## config.mk

```make
export PLATFORM = sky130hd
export DESIGN_NAME = instr_fetch
export DESIGN_NICKNAME = d
export VERILOG_FILES = /design/src/rtl/fetch_pkg.sv /design/src/rtl/instr_fetch.sv
export SDC_FILE = /design/constraint.sdc
export NUM_CORES = 1
export LEC_CHECK = 0
export ABC_CLOCK_PERIOD_IN_PS = 4420
export BUFFER_PORTS_ARGS = -buffer_cell sky130_fd_sc_hd__buf_2
export CORE_MARGIN = 2
export CORE_UTILIZATION = 48
export CTS_CLUSTER_DIAMETER = 30
export CTS_CLUSTER_SIZE = 20
export DETAILED_ROUTE_END_ITERATION = 8
export PLACE_DENSITY = 0.91
export SYNTH_ARGS = -nofsm -noshare
export SYNTH_HDL_FRONTEND = slang
export SYNTH_SLANG_ARGS = --single-unit
```

## constraint.sdc

```tcl
create_clock -name clk -period 4.42 [get_ports clk]
set_clock_uncertainty 0.15 [all_clocks]
set_input_delay 0.221 -clock clk [delete_from_list [all_inputs] [get_ports clk]]
set_output_delay 0.221 -clock clk [all_outputs]
set_load 0.01 [all_outputs]
```

## src/rtl/fetch_pkg.sv

```systemverilog
// Shared definitions for the instruction fetch controller: FSM state encoding
// and default sizing constants.
package fetch_pkg;

    localparam int unsigned DEF_XLEN     = 32;
    localparam logic [31:0] DEF_RESET_PC = 32'h0000_0000;

    typedef enum logic [1:0] {
        FETCH_REQ  = 2'd0,
        FETCH_WAIT = 2'd1,
        DELIVER    = 2'd2,
        WAIT_PC    = 2'd3
    } fetch_state_t;

endpackage

```

## src/rtl/instr_fetch.sv

```systemverilog
// Instruction fetch controller: requests the word at pc, waits for read data,
// hands it to decode, then waits for the PC-update logic to supply the next pc.
//
// state      | meaning
// FETCH_REQ  | imem_req high with imem_addr = pc, waiting for imem_gnt
// FETCH_WAIT | request granted, waiting for imem_rvalid
// DELIVER    | instr_valid high, waiting for instr_ready
// WAIT_PC    | instruction consumed, waiting for pc_updated
module instr_fetch
    import fetch_pkg::*;
#(
    parameter int unsigned      XLEN     = DEF_XLEN,
    parameter logic [XLEN-1:0]  RESET_PC = XLEN'(DEF_RESET_PC)
) (
    input  logic            clk,
    input  logic            rst,
    output logic [XLEN-1:0] pc,
    input  logic [XLEN-1:0] nextpc,
    input  logic            pc_updated,
    output logic            imem_req,
    output logic [XLEN-1:0] imem_addr,
    input  logic            imem_gnt,
    input  logic            imem_rvalid,
    input  logic [XLEN-1:0] imem_rdata,
    output logic            instr_valid,
    output logic [XLEN-1:0] instr,
    output logic [XLEN-1:0] instr_pc,
    input  logic            instr_ready,
    output logic [31:0]     fetch_count
);

    fetch_state_t    state_q, state_d;
    logic [XLEN-1:0] pc_q, pc_d;
    logic [XLEN-1:0] instr_q, instr_d;
    logic [XLEN-1:0] instr_pc_q, instr_pc_d;
    logic [31:0]     fetch_count_q;
    wire  [31:0]     fetch_count_d;
    logic            handshake;

    assign handshake     = (state_q == DELIVER) && instr_ready;
    assign fetch_count_d = handshake ? fetch_count_q + 32'd1 : fetch_count_q;

    // pc_updated only matters in WAIT_PC or the DELIVER handshake cycle, since
    // the updater is allowed to pulse it every cycle.
    always_comb begin
        state_d    = state_q;
        pc_d       = pc_q;
        instr_d    = instr_q;
        instr_pc_d = instr_pc_q;
        case (state_q)
            FETCH_REQ: begin
                if (imem_gnt) state_d = FETCH_WAIT;
            end
            FETCH_WAIT: begin
                if (imem_rvalid) begin
                    instr_d    = imem_rdata;
                    instr_pc_d = pc_q;
                    state_d    = DELIVER;
                end
            end
            DELIVER: begin
                if (instr_ready) begin
                    if (pc_updated) begin
                        pc_d    = nextpc;
                        state_d = FETCH_REQ;
                    end else begin
                        state_d = WAIT_PC;
                    end
                end
            end
            WAIT_PC: begin
                if (pc_updated) begin
                    pc_d    = nextpc;
                    state_d = FETCH_REQ;
                end
            end
            default: state_d = FETCH_REQ;
        endcase
    end

    always_ff @(posedge clk or posedge rst) begin
        if (rst) begin
            state_q       <= FETCH_REQ;
            pc_q          <= RESET_PC;
            instr_q       <= '0;
            instr_pc_q    <= '0;
            fetch_count_q <= '0;
        end else begin
            state_q       <= state_d;
            pc_q          <= pc_d;
            instr_q       <= instr_d;
            instr_pc_q    <= instr_pc_d;
            fetch_count_q <= fetch_count_d;
        end
    end

    assign pc          = pc_q;
    assign imem_req    = (state_q == FETCH_REQ);
    assign imem_addr   = pc_q;
    assign instr_valid = (state_q == DELIVER);
    assign instr       = instr_q;
    assign instr_pc    = instr_pc_q;
    assign fetch_count = fetch_count_q;

endmodule
```

==> results.json, run 1 <==
{
  "setup_tns_ns": 0,
  "synth_area_per_cell_um2": 14.4,
  "hold_viol": 0,
  "cts_tree": "built",
  "ir_drop_mv": 0.491,
  "finalCritPeriodShare": 0.549,
  "ios": 232,
  "post-route-util": 0.720,
  "drv_cap": 0,
  "crit_path_top_delay_cell": "buf_4",
  "clk_pin_slew_ns": 0.06,
  "synth.area.mux_share": 0.202,
  "syn_nets": 447,
  "synth_edf_count": 0,
  "syn_area_um2": 5420,
  "cts_buffer_depth": 2,
  "synth_compound_area_frac": 0.00577,
  "highest_layer": "met4",
  "synthAdderAreaFrac": 0.00231,
  "grt_pass1_vias": 4454,
  "clk_latency_ns": 0.41,
  "cp_cell_sequence": "inv_1, nand3_2, buf_4, mux2_2",
  "finalCriticalPeriod_ns": 2.43,
  "grt_usage": 0.245,
  "synth-seq-area-share": 0.600,
  "ant_nets": 0,
  "wl_met2_um": 7650,
  "synth_warnings": 0,
  "crit_family": "buffers and inverters",
  "async_flop_share": 1.00,
  "drc": 0,
  "cp-end-kind": "register",
  "yosys-top-cells-area": "dfrtp_1 60%, mux2_2 20%, xnor2_1 4.5%, buf_4 4.4%, nor4_4 1.6%",
  "post_dp_cell_area_um2": 6490,
  "initial_core_util": 0.496,
  "fmax_ghz": 0.412,
  "critPathMaxStageDelay_ns": 0.61,
  "ys_seq_elements": 130,
  "synth.most_common_cell": "dfrtp_1",
  "avgRoutedWirePerCell_um": 18.3,
  "total_power_mw": 5.60,
  "drive_gt1_frac": 0.560,
  "dp_hpwl_um": 8720,
  "port_buffers": 231,
  "holdWs_ns": 0.0801,
  "cts_sinks": 130,
  "rsz0062_at_grt": "false",
  "crit_fanout": 52,
  "ys_types": 28,
  "dieHeight_um": 110,
  "cellPowerDensity_nw_per_um2": 712,
  "ys.flop_type": "dfrtp_1",
  "coreArea_um2": 10900,
  "nets": 724,
  "yosys.area.top_type": "dfrtp_1",
  "min_path_type": "primary input to register",
  "syn-instance-count": 376,
  "tightest_slew_ns": 1.17,
  "num_antenna_cells": 0,
  "outcome": "complete, no violations",
  "grt_antenna_before_repair": 0,
  "p_leak_nw": 3.90,
  "cts_root_buf": "clkbuf_16",
  "htreeDepth": 4,
  "netlist.area_leader.share": 0.600,
  "finalSetupViolations": 0,
  "fin_area_um2": 7870,
  "slew_viol_final": 0,
  "first_iter_violations": 249,
  "drtPass1Iterations": 4,
  "synth_xor_xnor_area_share": 0.0501,
  "globalplace.congestion": 0.813,
  "area_delta_synth_final_pct": 45.2,
  "start_kind": "register",
  "dieArea_um2": 12200,
  "synth_top_family_by_area": "multiplexers",
  "grt_pass1_wl_um": 22300,
  "cts_setup_buffers": 0,
  "synth-simple-area-share": 0.0813,
  "worstPathArrival_ns": 2.56,
  "ff_latch_area_um2": 3250,
  "viasPerCell": 5.13,
  "ys_top_cells_by_count": "130 x dfrtp_1, 97 x mux2_2, 32 x buf_4",
  "gr-total-overflow": 0,
  "multi_input_area_um2": 1860,
  "slew_headroom": 0.215,
  "m1WireLength_um": 5490,
  "grt_max_degree": 131,
  "postRouteWirelength_um": 14800,
  "crit_type": "register to register",
  "worst-path-buf-inv": 2,
  "die_x_um": 110,
  "core.rowCount": 38,
  "vias": 4136,
  "cts_buffers": 17,
  "num-fill-cells": 685,
  "critPathRequiredTime_ns": 4.55,
  "dr_wl_met3_um": 1120
}
routing by layer:
layer,GRT usage,up-vias
li1,-,1830
met1,0.263,2046
met2,0.419,211
met3,0.0870,49
met4,0.140,0
met5,0,-
per-stage QoR:
stage               instances  worst slack, ns
floorplan                 376            0.580
global placement          706             2.15
detailed placement        706             2.03
CTS                       806             2.02
global route              806             1.86
finish                    806             1.99
registers in the layout (all words and copies together) (netlist names):
| name | flops |
|---|---|
| state_q | 2 |
| instr_pc | 32 |
| imem_addr | 32 |
| instr | 32 |
| fetch_count | 32 |
worst register-to-register path, delay by kind of cell (launching register included):
family / cells / cell delay [ns]
buffers and inverters: 2 / 0.77
DFF: 1 / 0.59
muxes: 1 / 0.48
and+or+nand+nor: 1 / 0.31
cell families after synthesis:
group / count (synthesis)
DFF: 130
muxes: 97
and+or+nand+nor: 64
buffers and inverters: 49
xor gates and xnor gates: 31
AOI/OAI and AO/OA: 4
adders and majority gates: 1
path summary, 6_finish.rpt:
kind / startpoint / endpoint / slack (ns) / cells after the start
max: state_q[1] / instr_pc[20] / 1.99 / 4
min: instr_ready / fetch_count[2] / 0.08 / 3
max reg2reg: state_q[1] / instr_pc[20] / 1.99 / 4
min reg2reg: fetch_count[31] / fetch_count[31] / 0.32 / 1
max in group asynchronous: rst / instr_pc[31] / 3.21 / 4
min in group asynchronous: rst / imem_addr[23] / 0.46 / 4
layout make-up:
| class | instances | share of cell area |
|---|---|---|
| multi-input combinational | 197 | 0.236 |
| sequential | 130 | 0.413 |
| clock buffer | 22 | 0.0628 |
| inverter | 6 | 0.00318 |
| tap | 140 | 0.0223 |
| timing repair buffer | 301 | 0.237 |
| clock inverter | 10 | 0.0254 |
placed cells by master, fill, tap and decap left out, types with 5 or more instances in the layout:
| master | netlist | routed |
|---|---|---|
| dlygate4sd3_1 | 0 | 68 |
| bufinv_16 | 0 | 6 |
| mux2_2 | 97 | 97 |
| buf_2 | 11 | 231 |
| clkbuf_8 | 0 | 5 |
| xnor2_1 | 28 | 28 |
| nand2_1 | 12 | 12 |
| nand4_1 | 9 | 9 |
| dfrtp_1 | 130 | 130 |
| clkbuf_16 | 0 | 17 |
| nand3_1 | 15 | 15 |
| nor2_1 | 10 | 10 |
| inv_1 | 6 | 5 |
timing repair:
item	CTS	global route
hold endpoints to repair	196	0
hold buffers	68	0
resized for setup	0	0
where the power goes:
part,internal [mW],leakage [nW],switching [mW],total (mW)
Sequential,1.68,1.59,0.395,2.07
Combinational,0.965,1.96,0.933,1.90
Clock,1.13,0.346,0.506,1.64
Total,3.77,3.90,1.83,5.60
No activity file was read; power rests on OpenSTA's default activity.
==> inputs of run 2 (changes only) <==
- ABC_CLOCK_PERIOD_IN_PS: 4420 -> 2540
- clock period: 4.42 -> 2.54 ns (I/O delays scaled with it)
==> run 2 against run 1 <==
Compared with the run above:
- worst hold slack lost 0.068 ns
- critical path depth did not move
- largest power group unchanged
- largest cell class unchanged
- fmax grew 18%
- die area is the same
- register-to-register slack worse by 1.5 ns
- power is 64% higher
- global-route usage shrank 0.45 points
==> results.json, run 2 (synthesized netlist as in run 1, its figures left out) <==
{
  "slew_viol_final": 0,
  "finalCritPeriodShare": 0.809,
  "post-route-util": 0.709,
  "cts_root_buf": "clkbuf_16",
  "rsz0062_at_grt": "false",
  "drv_cap": 0,
  "critical_path_depth": 4,
  "cp-end-kind": "register",
  "num_antenna_cells": 0,
  "cts_buffer_depth": 2,
  "clk_latency_ns": 0.40,
  "die_x_um": 110,
  "grt_max_degree": 131,
  "finalSetupViolations": 0,
  "ir_drop_mv": 0.736,
  "pre_cts_ws_ns": 0.532,
  "grt_pass1_vias": 4294,
  "worst-path-buf-inv": 2,
  "fin_ws_ns": 0.486,
  "place_inst": 708,
  "ios": 232,
  "cts_sinks": 130,
  "initial_core_util": 0.496,
  "cts_buffers": 17,
  "post_dp_cell_area_um2": 6520,
  "drc": 0,
  "final_common_cell": "buf_2",
  "first_iter_violations": 232,
  "p_leak_nw": 3.84,
  "drtPass1Iterations": 5,
  "outcome": "complete, no violations",
  "critPathRequiredTime_ns": 2.67,
  "viasPerCell": 5.05,
  "hold_viol": 0,
  "grt_usage": 0.241,
  "crit_fanout": 40,
  "grt_pass1_wl_um": 21700,
  "tightest_slew_ns": 0.717,
  "start_kind": "register",
  "ff_latch_area_um2": 3250,
  "holdWs_ns": 0.0123,
  "finalCriticalPeriod_ns": 2.05,
  "coreArea_um2": 10900,
  "r2r_cells": 4,
  "crit_family": "buffers and inverters",
  "total_power_mw": 9.22,
  "core.rowCount": 38,
  "fmax_ghz": 0.487,
  "slew_headroom": 0.522,
  "cts_tree": "built",
  "dieArea_um2": 12200,
  "worstPathArrival_ns": 2.19,
  "multi_input_area_um2": 1860,
  "fin_area_um2": 7750,
  "regToRegEndpoint": "instr[7]",
  "setup_tns_ns": 0,
  "gr-total-overflow": 0,
  "min_path_type": "primary input to register",
  "drive_gt1_frac": 0.553,
  "dp_hpwl_um": 8740,
  "nets": 726,
  "port_buffers": 231,
  "crit_start": "state_q[1]",
  "layout_common_cells": "231 x buf_2, 130 x dfrtp_1, 97 x mux2_2",
  "r2r_slack_ns": 0.49,
  "clk_pin_slew_ns": 0.06,
  "avgRoutedWirePerCell_um": 18.1,
  "globalplace.congestion": 0.781,
  "vias": 4062,
  "area_delta_synth_final_pct": 43.1,
  "crit_type": "register to register",
  "htreeDepth": 4,
  "num-fill-cells": 723,
  "cellPowerDensity_nw_per_um2": 1190,
  "cts_resized": 0,
  "crit_path_end": "instr[7]",
  "rr_startpoint": "state_q[1]",
  "critPathMaxStageDelay_ns": 0.60,
  "crit_path_top_delay_cell": "dfrtp_1",
  "postRouteWirelength_um": 14500,
  "cp_cell_sequence": "inv_1, nand3_2, buf_4, mux2_2",
  "ant_nets": 0,
  "dieHeight_um": 110,
  "fin_cells": 805,
  "grt_antenna_before_repair": 0
}
-- run 2: cell count changes in the layout (fill, tap and decap cells not counted) --
cell        change
buf_12          +1
buf_4           +1
bufinv_16       -4
clkbuf_1        +4
clkbuf_8        -3
clkinv_2        -1
clkinvlp_4      +2
inv_4           -1
-- run 2: area by class of cell --
class / count / share of cell area
Clock buffer: 23 / 0.0604
Clock inverter: 6 / 0.0107
Inverter: 6 / 0.00339
Multi-Input combinational cell: 197 / 0.239
Sequential cell: 130 / 0.420
Tap cell: 140 / 0.0226
Timing Repair Buffer: 303 / 0.244
-- run 2: how the worst min path moves through the flow --
stage | from | cells past startpoint | end
4_1_cts | instr_ready | 3 | fetch_count[2]
6_report | instr_ready | 3 | fetch_count[2]
3_3_place_gp | nextpc[7] | 2 | imem_addr[7]
5_1_grt | instr_ready | 3 | fetch_count[2]
3_5_place_dp | nextpc[15] | 2 | imem_addr[15]
2_1_floorplan | nextpc[28] | 1 | imem_addr[28]
-- run 2: what timing repair did --
action / in CTS / in global routing
hold endpoints to repair: 196 / 0
hold buffers: 68 / 0
buffers inserted: 0 / 0
-- run 2: report_power, final --
part           total, mW  internal [mW]  switching, mW
Combinational       3.32           1.70           1.62
Sequential          3.62           2.92          0.697
Clock               2.29           1.47          0.814
-- run 2: worst register-to-register path, delay by kind of cell (launching register included) --
kind | cells | cell delay (ns)
buffers and inverters | 2 | 0.62
DFF | 1 | 0.60
muxes | 1 | 0.46
and+or+nand+nor | 1 | 0.10
-- run 2: per-layer routing --
layer	global-route usage	wire [um]
met1	0.266	5530
met3	0.0794	1100
met4	0.0821	254
met5	0	0
met2	0.434	7670
==> inputs of run 3 (changes only) <==
- ABC_CLOCK_PERIOD_IN_PS: 2540 -> 2100
- clock period: 2.54 -> 2.1 ns (I/O delays scaled with it)
==> run 3 against run 2 <==
Compared with the run above:
- clock-buffer cell count is 1 higher
- cell area increased by 0.31%
- critical path type unchanged
- register-to-register slack worse by 0.34 ns
- fmax rose by 5.3%
- highest routed layer unchanged
==> results.json, run 3 (synthesized netlist as in run 1, its figures left out) <==
{
  "hold_path_startpoint": "pc_updated",
  "cts_root_buf": "clkbuf_16",
  "regToRegEndpoint": "imem_addr[31]",
  "cts_buffer_depth": 2,
  "grt_antenna_before_repair": 1,
  "post_dp_cell_area_um2": 6540,
  "postRouteWirelength_um": 14200,
  "slew_viol_final": 0,
  "grt_pass1_vias": 4202,
  "drive_gt1_frac": 0.552,
  "drv_cap": 0,
  "pre_cts_ws_ns": 0.247,
  "drtPass1Iterations": 4,
  "clk_latency_ns": 0.40,
  "ir_drop_mv": 0.936,
  "r2r_slack_ns": 0.15,
  "grt_pass1_wl_um": 21000,
  "nets": 729,
  "cp-end-kind": "register",
  "area_delta_synth_final_pct": 43.5,
  "vias": 4054,
  "cellPowerDensity_nw_per_um2": 1410,
  "coreArea_um2": 10900,
  "r2r_cells": 3,
  "rr_startpoint": "state_q[0]",
  "globalplace.congestion": 0.781,
  "ios": 232,
  "post-route-util": 0.711,
  "place_inst": 709,
  "fin_cells": 811,
  "setup_tns_ns": 0,
  "fin_area_um2": 7780,
  "seq_power_share": 0.393,
  "total_power_mw": 11.0,
  "grt_usage": 0.232,
  "ant_nets": 0,
  "holdWs_ns": 0.154,
  "dieArea_um2": 12200,
  "start_kind": "register",
  "cts_buffers": 17,
  "initial_core_util": 0.496,
  "share_comb_of_total_power": 0.366,
  "critPathRequiredTime_ns": 2.23,
  "rsz0062_at_grt": "false",
  "min_path_type": "primary input to register",
  "hold_viol": 0,
  "first_iter_violations": 170,
  "cts_tree": "built",
  "cts_resized": 0,
  "p_leak_nw": 3.85,
  "dieHeight_um": 110,
  "holdPathEnd": "state_q[1]",
  "fin_ws_ns": 0.149,
  "layout_common_cells": "231 x buf_2, 130 x dfrtp_1, 97 x mux2_2",
  "fmax_ghz": 0.513,
  "p_clk_frac": 0.241,
  "finalCritPeriodShare": 0.929,
  "core.rowCount": 38,
  "tightest_slew_ns": 0.716,
  "die_x_um": 110,
  "htreeDepth": 4,
  "crit_fanout": 10,
  "avgRoutedWirePerCell_um": 17.5,
  "finalCriticalPeriod_ns": 1.95,
  "cts_sinks": 130,
  "drc": 0,
  "slew_headroom": 0.523,
  "hold-path-cell-count": 4,
  "outcome": "complete, no violations",
  "dp_hpwl_um": 8610,
  "p_switching_mw": 3.72,
  "switching_share": 0.339,
  "viasPerCell": 5.00,
  "intPower_mw": 7.28,
  "worstPathArrival_ns": 2.08,
  "clk_pin_slew_ns": 0.05,
  "grt_max_degree": 131,
  "finalSetupViolations": 0,
  "final_common_cell": "buf_2",
  "crit_type": "register to register",
  "gr-total-overflow": 0,
  "port_buffers": 231
}
[run 3: cell types whose count changed in the layout (fill, tap and decap cells not counted), sizes merged]
cell         previous run  this run
bufinv                  2         1
clkinv                  3         4
diode                   0         2
dlygate4sd3            68        70
clkbuf                 23        24
buf                   235       236
[run 3: area by class of cell]
class                   instances  area [um2]
multi-input cells             197        1860
clock buffers                  24         472
fillers                       706        3160
well taps                     140         175
flip-flops and latches        130        3250
repair buffers                306        1930
diodes                          2        5.00
clock inverters                 6        57.6
inverters                       6        26.3
[run 3: worst max-delay path, cell delays in order (launching register included)]
cell and delay [ns]:
dfrtp_1 0.50, o211ai_4 0.28, mux2_2 0.35, dlygate4sd3_1 0.55
[run 3: worst max-delay path by stage]
stage / from / endpoint / depth (start not counted) / slack [ns]
3_3_place_gp: state_q[0] / fetch_count[31] / 4 / 0.30
3_5_place_dp: fetch_count[14] / fetch_count[28] / 4 / 0.25
4_1_cts: state_q[0] / imem_addr[31] / 3 / 0.15
6_report: state_q[0] / imem_addr[31] / 3 / 0.15
2_1_floorplan: rst / fetch_count[0] / 1 / 0.24
5_1_grt: fetch_count[0] / fetch_count[31] / 4 / 0.06
[run 3: repair_timing]
| item | CTS | global route |
|---|---|---|
| hold buffers | 70 | 0 |
| hold endpoints to repair | 197 | 0 |
| setup buffers | 0 | 0 |
[run 3: power groups by stage]
stage / Sequential (mW) / Combinational, mW / Clock, mW
5_1_grt: 4.46 / 4.35 / 2.82
4_1_cts: 4.28 / 3.98 / 2.70
3_3_place_gp: 4.22 / 3.74 / 0
6_report: 4.33 / 4.03 / 2.65
3_5_place_dp: 4.32 / 3.84 / 0
2_1_floorplan: 4.64 / 2.10 / 0
[run 3: routing by layer]
metal / GRT usage / vias up / part of all wire
met2: 0.414 / 182 / 0.52
met3: 0.0682 / 30 / 0.072
met4: 0.104 / 0 / 0.026
li1: - / 1840 / -
met1: 0.256 / 2002 / 0.38
met5: 0 / - / 0
